[src/rtl/or1200_pad_sched_if.sv]
// Signal bundle between the decryption front-ends, the pad scheduler and
// the AES pad engine. The master side is the environment: requesters plus
// engine. The slave side is the scheduler.
interface or1200_pad_sched_if;
  // Port 0: load-store decryption
  logic         req0;
  logic [127:0] seed0;
  logic         ack0;
  logic [127:0] pad0;
  logic         err0;
  // Port 1: instruction-fetch decryption
  logic         req1;
  logic [127:0] seed1;
  logic         ack1;
  logic [127:0] pad1;
  logic         err1;
  // Cache control
  logic         flush;
  // Engine side
  logic         aes_ld;
  logic [127:0] aes_seed;
  logic         aes_done;
  logic [127:0] aes_pad;
  // Status
  logic         busy;

  modport master (
    output req0, seed0, req1, seed1, flush, aes_done, aes_pad,
    input  ack0, pad0, err0, ack1, pad1, err1, aes_ld, aes_seed, busy
  );

  modport slave (
    input  req0, seed0, req1, seed1, flush, aes_done, aes_pad,
    output ack0, pad0, err0, ack1, pad1, err1, aes_ld, aes_seed, busy
  );
endinterface

[src/rtl/or1200_pad_sched.sv]
// Round-robin scheduler sharing one AES-128 pad engine between two
// decryption ports. Each port has a one-entry seed/pad cache, so a repeated
// seed is answered without starting the engine. A fill that takes too long
// is aborted with an error flag and invalidates that port's entry.
module or1200_pad_sched #(
  parameter int TIMEOUT = 63  // WAIT cycles before abort, 2..255
) (
  input  logic              clk,
  input  logic              rst,
  or1200_pad_sched_if.slave bus
);

  typedef enum logic [1:0] {
    IDLE = 2'd0,
    LOAD = 2'd1,
    WAIT = 2'd2,
    RESP = 2'd3
  } state_t;

  // The counter is cleared in LOAD and starts at 0 in the first WAIT cycle.
  // TIMEOUT WAIT cycles have elapsed when it reaches TIMEOUT-1.
  localparam logic [7:0] WAIT_LAST = 8'(TIMEOUT - 1);

  state_t       state_q, state_d;

  logic [1:0]   req_w;
  logic [127:0] seed_w [2];

  logic         rr_ptr_q;
  logic         sel_port_q;
  logic [127:0] sel_seed_q;
  logic [127:0] aes_seed_q;
  logic [7:0]   wait_cnt_q;
  logic         err_q;

  logic [1:0]   valid_q;
  logic [127:0] tag_q  [2];
  logic [127:0] cpad_q [2];

  logic         grant_vld_w;
  logic         grant_port_w;
  logic         hit_w;
  logic         timeout_w;
  logic         fill_w;

  logic [1:0]         ack_w;
  logic [1:0]         err_w;
  logic [1:0][127:0]  pad_w;

  assign req_w     = {bus.req1, bus.req0};
  assign seed_w[0] = bus.seed0;
  assign seed_w[1] = bus.seed1;

  assign fill_w    = (state_q == WAIT) && bus.aes_done;
  assign timeout_w = (state_q == WAIT) && !bus.aes_done && (wait_cnt_q == WAIT_LAST);

  // Arbitration and cache lookup for the port that would be granted this cycle
  always_comb begin
    grant_vld_w  = |req_w;
    grant_port_w = req_w[1];
    if (&req_w) begin
      grant_port_w = rr_ptr_q;
    end
    // A flush in the same cycle forces a miss so a stale pad is never served
    hit_w = valid_q[grant_port_w] && !bus.flush &&
            (tag_q[grant_port_w] == seed_w[grant_port_w]);
  end

  // State register
  always_ff @(posedge clk) begin
    if (rst) begin
      state_q <= IDLE;
    end else begin
      state_q <= state_d;
    end
  end

  // Next-state logic
  always_comb begin
    state_d = IDLE;
    case (state_q)
      IDLE: begin
        state_d = IDLE;
        if (grant_vld_w) begin
          state_d = hit_w ? RESP : LOAD;
        end
      end
      LOAD: state_d = WAIT;
      WAIT: begin
        state_d = WAIT;
        if (bus.aes_done || timeout_w) begin
          state_d = RESP;
        end
      end
      RESP:    state_d = IDLE;
      default: state_d = IDLE;
    endcase
  end

  // Grant bookkeeping, engine seed, wait counter and error flag
  always_ff @(posedge clk) begin
    if (rst) begin
      rr_ptr_q   <= 1'b0;
      sel_port_q <= 1'b0;
      sel_seed_q <= '0;
      aes_seed_q <= '0;
      wait_cnt_q <= '0;
      err_q      <= 1'b0;
    end else begin
      case (state_q)
        IDLE: begin
          if (grant_vld_w) begin
            sel_port_q <= grant_port_w;
            sel_seed_q <= seed_w[grant_port_w];
            rr_ptr_q   <= ~grant_port_w;
            if (hit_w) begin
              err_q <= 1'b0;
            end else begin
              // Only misses touch the engine seed, so it stays stable for the engine
              aes_seed_q <= seed_w[grant_port_w];
            end
          end
        end
        LOAD: wait_cnt_q <= '0;
        WAIT: begin
          wait_cnt_q <= wait_cnt_q + 8'd1;
          if (bus.aes_done) begin
            err_q <= 1'b0;
          end else if (timeout_w) begin
            err_q <= 1'b1;
          end
        end
        default: ;
      endcase
    end
  end

  // Seed/pad cache: filled on engine completion, dropped on timeout or flush
  always_ff @(posedge clk) begin
    if (rst) begin
      valid_q <= 2'b00;
      for (int i = 0; i < 2; i++) begin
        tag_q[i]  <= '0;
        cpad_q[i] <= '0;
      end
    end else begin
      if (fill_w) begin
        valid_q[sel_port_q] <= 1'b1;
        tag_q[sel_port_q]   <= sel_seed_q;
        cpad_q[sel_port_q]  <= bus.aes_pad;
      end else if (timeout_w) begin
        valid_q[sel_port_q] <= 1'b0;
      end
      // Flush wins over a simultaneous fill: the key just changed
      if (bus.flush) begin
        valid_q <= 2'b00;
      end
    end
  end

  // Per-port response: registered pad, state-decoded ack and error
  for (genvar gi = 0; gi < 2; gi++) begin : g_port
    logic [127:0] pad_q;

    // Output pad updates only when that port is about to be acknowledged
    always_ff @(posedge clk) begin
      if (rst) begin
        pad_q <= '0;
      end else if ((state_q == IDLE) && grant_vld_w && hit_w &&
                   (grant_port_w == 1'(gi))) begin
        pad_q <= cpad_q[gi];
      end else if (fill_w && (sel_port_q == 1'(gi))) begin
        pad_q <= bus.aes_pad;
      end
    end

    assign pad_w[gi] = pad_q;
    assign ack_w[gi] = (state_q == RESP) && (sel_port_q == 1'(gi));
    assign err_w[gi] = ack_w[gi] && err_q;
  end

  assign bus.ack0     = ack_w[0];
  assign bus.pad0     = pad_w[0];
  assign bus.err0     = err_w[0];
  assign bus.ack1     = ack_w[1];
  assign bus.pad1     = pad_w[1];
  assign bus.err1     = err_w[1];
  assign bus.aes_ld   = (state_q == LOAD);
  assign bus.aes_seed = aes_seed_q;
  assign bus.busy     = (state_q != IDLE);

endmodule

[src/flat_wrapper.sv]
// flat-port wrapper written by rule: the top's interface ports become plain ports
module or1200_pad_sched_flat 
#(
  parameter int TIMEOUT = 63                                     
)
  (clk, rst, bus_req0, bus_seed0, bus_req1, bus_seed1, bus_flush, bus_aes_done, bus_aes_pad, bus_ack0, bus_pad0, bus_err0, bus_ack1, bus_pad1, bus_err1, bus_aes_ld, bus_aes_seed, bus_busy);
  or1200_pad_sched_if bus_i ();
  input  logic clk;
  input  logic rst;
  input wire logic [$bits(bus_i.req0)-1:0] bus_req0;
  input wire logic [$bits(bus_i.seed0)-1:0] bus_seed0;
  input wire logic [$bits(bus_i.req1)-1:0] bus_req1;
  input wire logic [$bits(bus_i.seed1)-1:0] bus_seed1;
  input wire logic [$bits(bus_i.flush)-1:0] bus_flush;
  input wire logic [$bits(bus_i.aes_done)-1:0] bus_aes_done;
  input wire logic [$bits(bus_i.aes_pad)-1:0] bus_aes_pad;
  output wire logic [$bits(bus_i.ack0)-1:0] bus_ack0;
  output wire logic [$bits(bus_i.pad0)-1:0] bus_pad0;
  output wire logic [$bits(bus_i.err0)-1:0] bus_err0;
  output wire logic [$bits(bus_i.ack1)-1:0] bus_ack1;
  output wire logic [$bits(bus_i.pad1)-1:0] bus_pad1;
  output wire logic [$bits(bus_i.err1)-1:0] bus_err1;
  output wire logic [$bits(bus_i.aes_ld)-1:0] bus_aes_ld;
  output wire logic [$bits(bus_i.aes_seed)-1:0] bus_aes_seed;
  output wire logic [$bits(bus_i.busy)-1:0] bus_busy;
  assign bus_i.req0 = bus_req0;
  assign bus_i.seed0 = bus_seed0;
  assign bus_i.req1 = bus_req1;
  assign bus_i.seed1 = bus_seed1;
  assign bus_i.flush = bus_flush;
  assign bus_i.aes_done = bus_aes_done;
  assign bus_i.aes_pad = bus_aes_pad;
  assign bus_ack0 = bus_i.ack0;
  assign bus_pad0 = bus_i.pad0;
  assign bus_err0 = bus_i.err0;
  assign bus_ack1 = bus_i.ack1;
  assign bus_pad1 = bus_i.pad1;
  assign bus_err1 = bus_i.err1;
  assign bus_aes_ld = bus_i.aes_ld;
  assign bus_aes_seed = bus_i.aes_seed;
  assign bus_busy = bus_i.busy;
  or1200_pad_sched #(.TIMEOUT(TIMEOUT)) u_core (.clk(clk), .rst(rst), .bus(bus_i));
endmodule
[config.mk]
export PLATFORM = sky130hd
export DESIGN_NAME = or1200_pad_sched_flat
export DESIGN_NICKNAME = d
export VERILOG_FILES = /design/src/rtl/or1200_pad_sched_if.sv /design/src/rtl/or1200_pad_sched.sv /design/src/flat_wrapper.sv
export SDC_FILE = /design/constraint.sdc
export NUM_CORES = 2
export LEC_CHECK = 0
export ABC_CLOCK_PERIOD_IN_PS = 14300
export CAP_MARGIN = 5
export CORE_MARGIN = 10
export CORE_UTILIZATION = 50
export CTS_CLUSTER_SIZE = 28
export DETAILED_ROUTE_END_ITERATION = 16
export PLACE_DENSITY = 0.74
export SLEW_MARGIN = 20
export SYNTH_ARGS = -nofsm -noshare
export SYNTH_HDL_FRONTEND = slang
export SYNTH_SLANG_ARGS = --single-unit
[constraint.sdc]
create_clock -name clk -period 14.3 [get_ports clk]
set_clock_uncertainty 0.15 [all_clocks]
set_input_delay 1.43 -clock clk [delete_from_list [all_inputs] [get_ports clk]]
set_output_delay 1.43 -clock clk [all_outputs]
set_load 0.03 [all_outputs]
### Yosys cells after proc, flatten, opt, wreduce, memory -nomap -nowiden

Memories as Yosys holds them, arrays and structs flattened. A register that Yosys moved wholly into a read port is not among the register bits.
Cells that the tools add are included.

* register bits after elaboration: 271
* bits in writable memories: 512
* input port bits: 390
* output and inout bits: 390
* word-level logic and storage cells: 95
* memories: 2

* add/sub/neg operators: 1
* $lt $le $gt $ge: 4
* eq/ne operators: 8
* multiplexer cells: 31
* bitwise gates (word level): 7
* reduce and logical (&&, ||, !) cells: 34

Memories
* u_core.cpad_q: words 2, bits a word 128, read ports 2, clocked after Yosys merged registers in 2, write ports 2, RTL line or1200_pad_sched.sv:38 `logic [127:0] cpad_q [2];`
* u_core.tag_q: words 2, bits a word 128, read ports 1, clocked after Yosys merged registers in 0, write ports 2, RTL line or1200_pad_sched.sv:37 `logic [127:0] tag_q [2];`

Operators by type and width (count)
* $mux W128: 5
* $reduce_or A128 Y1: 2
* $eq A128 B128 Y1: 1
* $mux W1: 18
* $logic_and A1 B1 Y1: 16
* $pmux W8 S2: 1
* $reduce_bool A2 Y1: 6
* $add A8 B1 Y8 const B: 1
* $eq A8 B6 Y1 const B: 1
* $mux W2: 4
* $pmux W2 S4: 1
* $eq A2 B2 Y1 const B: 2
* $lt A1 B2 Y1 const B: 2
* $ne A2 B1 Y1 const B: 2
* $reduce_and A2 Y1: 2
* $reduce_and A4 Y1: 1
* $reduce_or A2 Y1: 2
* $ne A3 B2 Y1 const B: 1
* $not A1 Y1: 3
* $reduce_and A3 Y1: 1
* $and A2 B2 Y2: 1
* $eq A2 B1 Y1 const B: 1
* $ge A2 B2 Y1 const B: 1
* $logic_not A1 Y1: 2
* 8 further kinds: 8

### Depth between registers and ports, before layout

* word-level depth: 11
* mapped depth: 13
* gate-level depth less buffers: 8

### Least setup slack after synthesis

Ideal clock, no wire load.

* path kind: input port to flip-flop
* from: input port bus_aes_done
* to: memory u_core.cpad_q[0][0] (enable)
* setup time: 1.948 ns
* arrival time: 6.893 ns
* data required time: 12.202 ns
* setup slack: 5.309 ns
* stages: 5
* buffers on the path: 3
* cell sequence: nand3b_1 -> clkbuf_1 -> clkbuf_1 -> buf_1 -> nand2_1

RTL lines
* start: declaration: RTL line flat_wrapper.sv:15 `input wire logic [$bits(bus_i.aes_done)-1:0] bus_aes_done;`
* end: declaration: RTL line or1200_pad_sched.sv:38

### Worst setup path in the final report

* from: input port bus_req1
* to: register u_core.g_port[0].pad_q[45], in the netlist u_core.bus.pad0[45] (read register of u_core.cpad_q)

* cells in the longest elaborated chain, start to end: 11
* elaborated cells on any way between the ends: 18
* those cells by class: 1 x eq/ne; 6 x mux; 2 x bitwise; 8 x reduce/logical; 1 x memory

RTL lines
* start: declaration: RTL line flat_wrapper.sv:12 `input wire logic [$bits(bus_i.req1)-1:0] bus_req1;`
* $reduce_and A2 Y1: RTL line or1200_pad_sched.sv:61 `if (&req_w) begin`
* $mux W1: RTL line or1200_pad_sched.sv:61
* $not A1 Y2 (implied by the code): RTL line or1200_pad_sched.sv:66 `(tag_q[grant_port_w] == seed_w[grant_port_w]);`
* $mux W128 (implied by the code) (3 in series): RTL line or1200_pad_sched.sv:66
* $eq A128 B128 Y1: RTL line or1200_pad_sched.sv:66
* $logic_and A1 B1 Y1: RTL line or1200_pad_sched.sv:65 `hit_w = valid_q[grant_port_w] && !bus.flush &&`
* $logic_and A1 B1 Y1: RTL line or1200_pad_sched.sv:169 `end else if ((state_q == IDLE) && grant_vld_w && hit_w &&`
* $logic_and A1 B1 Y1 (*): RTL line or1200_pad_sched.sv:169
* $reduce_bool A2 Y1 (no source line) (*)
* end: declaration: RTL line or1200_pad_sched.sv:163 `logic [127:0] pad_q;`

Mark *: on every way between the ends. The rest lies on a longest branch, timed or not. The select of a mux whose other input is x is not followed.
A chain may end at the register's enable or synchronous reset.

==> summary.txt <==
Floorplanning
  • Top Ports: 780
  • Core ar.: approximately 93,000 um^2
  • Die ar.: about 110,000 um^2
  • Chip Height: between 300 and 400 um
  • Die width: approximately 330 um
  • Row count: ~110
  • Starting Density: between 50% and 60%

Global routing
  • First-pass GRT wire length: between 200,000 and 300,000 um
  • All-layer global routing usage: around a third
  • Initial antenna violation count: 40
  • GR Overflow Total: 0
  • Vias in the first global route: roughly 37k
  • Largest net degree at the start of global routing: around 190

Worst hold path
  • Hold Path Depth: 2
  • Hold Path Class: reg -> reg
  • Hold Crit Start: u_core.wait_cnt_q[6]$_SDFFE_PP0P_
  • Worst Hold Endpoint: u_core.wait_cnt_q[6]$_SDFFE_PP0P_

Power
  • Power, Total: slightly above 7 mW
  • PwrDens: 123 nW/um^2
  • Peak VDD IR: between 0.09 and 0.1 mV
  • Leakage: roughly 24 nW

STA
  • Final period utilization: a little over half
  • Max Clk Rate: roughly 0.13 GHz
  • Final setup margin: around 6600 ps
  • Final hold vios: 0
  • Setup violations, final: 0
  • Worst slew margin: 17.7%
  • Worst Hold Margin: between 300 and 400 ps
  • Final-report max-slew violation count: 0
  • Minimum clock period: ~7700 ps
  • Setup TNS: 0 ps
  • RSZ-0062 raised after global routing: false
  • Slew @ Worst Pin: roughly 1200 ps

Critical path
  • FF-to-FF Start: u_core.rr_ptr_q$_SDFFE_PP0P_
  • CP bufs+invs: 6
  • Path depth of the worst reg2reg path: 13
  • Slowest stage cell, crit path: buf_4
  • Worst r2r dst: u_core.bus.pad0[45]$_SDFFE_PP0P_
  • CP delay by family, top: buffers and inverters
  • Most common cell on crit path: buf_4
  • CP Class: in -> reg
  • Critical path data required time: roughly 15,000 ps
  • Critical Path Stages: 13
  • Crit-path cells: clkdlybuf4s50_1 > and2_4 > buf_4 > buf_4 > nand4_1 > a221oi_1 > o2111ai_2 > nor4_4 > buf_4 > a21bo_4 > buf_4 > buf_4 > a211oi_1
  • Startpoint Class: input pin
  • Critical Path AT: 8060 ps
  • Crit. End Element: flip-flop
  • Worst path max stage delay: between 800 and 900 ps
  • Crit path max fanout: 52
  • FF-to-FF setup slack: approximately 7400 ps

Yosys
  • Post-synthesis simple-gate area fraction: ~14%
  • EDFF count, synth: just over 500
  • Primary FF master, synth: dfxtp_1
  • Most frequent cells after synthesis: 527 x dfxtp_1, 512 x edfxtp_1, 261 x and2_1, 259 x and3_1, 259 x mux2i_1
  • Mapped cell area: around 47,000 um^2
  • Yosys warns: 0
  • Cells after Synth: 4,129
  • Syn avg cell area: approximately 11 um^2
  • Synthesis-stage register bit count: a little over 1k
  • Synth Area in Compound Gates: around 18%
  • Syn Nets: roughly 4.5k
  • Post-synthesis sequential area ratio: between 50% and 60%
  • Largest family of logic cells by synthesized area: compound AO/OA/AOI/OAI gates
  • Post-synth ARST share: 0%
  • Dominant cells by area after synthesis: edfxtp_1 33%, dfxtp_1 22%, mux2i_1 5.5%
  • Multiplexer share of the synthesized area: approximately 5.5%
  • Count leader, synth: dfxtp_1
  • Xor and xnor area share after synthesis: under 10%
  • Post-synth top area share: between 30% and 40%
  • Post-synth top area cell: edfxtp_1
  • Synthesized-area fraction occupied by adder cells: less than 1%
  • Library cells used by synthesis: 52

Clocking
  • Clock Root Buffer: clkbuf_16
  • Clock Latency Late Sink: 720 ps
  • Clk slew on worst S/H paths: 60 ps
  • Inserted Clock Buffers: around 110
  • Clock Sinks: roughly 1.0k
  • Longest Clk Path Bufs: 3
  • CTS tree: done
  • CTS HTree Levels: 3
  • Post-CTS setup buffer count: 0
  • Post-CTS resize count: 0
  • Hold buffer count at CTS: 0

Drt
  • Vias after detailed routing: 37.9k
  • Drt total wl: between 150,000 and 200,000 um
  • Avg WL per Cell: approximately 32 um
  • Number of remaining DRC errors: 0
  • DRT iter0 DRCs: between 4k and 5k
  • Drt first pass iters: 8
  • Antenna Nets Post-Route: 0
  • Via/cell ratio: around 6.2

Placed design
  • Pre-CTS setup slack: slightly above 6000 ps
  • Placed insts: 5,831
  • Placed cell areas: between 50,000 and 60,000 um^2
  • Port bufs: ~780
  • GP Congestion: 1.03
  • DP Wirelength: between 100,000 and 150,000 um

Cells and area
  • Share of cells above drive strength 1: between 10% and 20%
  • Final core occ: between 60% and 70%
  • Layout area overhead: 24.9%
  • Sequential cell area: roughly 26,000 um^2
  • Number of fill cells: about 7.6k
  • Area of the multi-input gates: about 19,000 um^2
  • Finished Layout Cells: slightly above 6k
  • Post-route cell area: 58,700 um^2
  • Final net count: between 5k and 6k

Run status
  • Status: complete, no violations

Run
  • Max-cap violations: 0
==> placed cells by master, fill, tap and decap left out, types with 25 or more instances in the layout <==
cell               n
a211oi_1         253
clkbuf_16        112
o221a_2          128
and3_1           258
edfxtp_1         512
o21ai_0          134
xnor2_1           41
nand2b_1         152
xor2_1            72
nand3_1           72
o211ai_1          65
diode_2           30
nor2_1           139
nand2_1          200
a21oi_2          100
clkbuf_1          29
nor4_1            39
inv_1            148
o22ai_1           49
dfxtp_1          527
nor2b_1           25
buf_4             38
and2_1           259
a21oi_1           38
a211oi_2         132
mux2i_1          259
clkdlybuf4s50_1  778
==> area by class of cell <==
cell class | count | area share, %
clock buffer | 162 | 5.45
inverter | 149 | 0.966
sequential | 1039 | 44.2
tap | 1254 | 2.67
antenna | 30 | 0.128
multi-input combinational | 2566 | 31.8
clock inverter | 45 | 0.776
timing repair buffer | 824 | 14.0
==> routing by layer <==
| metal | track usage, % | vias up | wire length [um] |
|---|---|---|---|
| li1 | - | 16406 | - |
| met1 | 45.2 | 18821 | 76100 |
| met2 | 52.6 | 2253 | 86900 |
| met3 | 8.78 | 426 | 19900 |
| met4 | 18.5 | 10 | 10800 |
| met5 | 0 | - | 58 |
==> worst max-delay path by stage <==
stage / start / end / slack [ps]
final: bus_req1 / u_core.bus.pad0[45]$_SDFFE_PP0P_ / 6610
after CTS: bus_req0 / u_core.bus.pad0[45]$_SDFFE_PP0P_ / 6780
after floorplan: bus_aes_done / u_core.cpad_q[0][0]$_SDFFCE_PN0P_ / 5310
after global routing: bus_req0 / u_core.bus.pad0[42]$_SDFFE_PP0P_ / 6420
after detailed placement: bus_req1 / u_core.bus.pad0[45]$_SDFFE_PP0P_ / 6040
after global placement: bus_req0 / u_core.bus.pad0[21]$_SDFFE_PP0P_ / 6150
==> cells by family after synthesis <==
family	after synthesis
buf+inv	524
xor+xnor	113
flops	1039
mux	259
compound gates	992
simple gates	1196
fa+ha+maj	6
==> sequential cells by signal, summed over array words and instances, names as in the netlist, 2 cells and up, named ones only <==
name	count
u_core.cpad_q	256
u_core.tag_q	256
u_core.bus.aes_seed	128
u_core.bus.pad0	128
u_core.bus.pad1	128
u_core.sel_seed_q	128
u_core.wait_cnt_q	8
u_core.state_q	2
==> report_power, final <==
part           internal (mW)  total, mW  switching (mW)
Combinational          0.337      0.938           0.601
Clock                   1.65       2.90            1.25
Sequential              3.27       3.36          0.0938
==> worst reg2reg max path: stages (launching register included) <==
cell and delay, ps:
dfxtp_1 360, nand2b_1 190, and2_4 490, buf_4 570, buf_4 600, nand4_1 160, a221oi_1 450, o2111ai_2 290
nor4_4 300, buf_4 650, a21bo_4 740, buf_4 830, buf_4 760, a211oi_1 210
No activity file was read; power rests on OpenSTA's default activity.
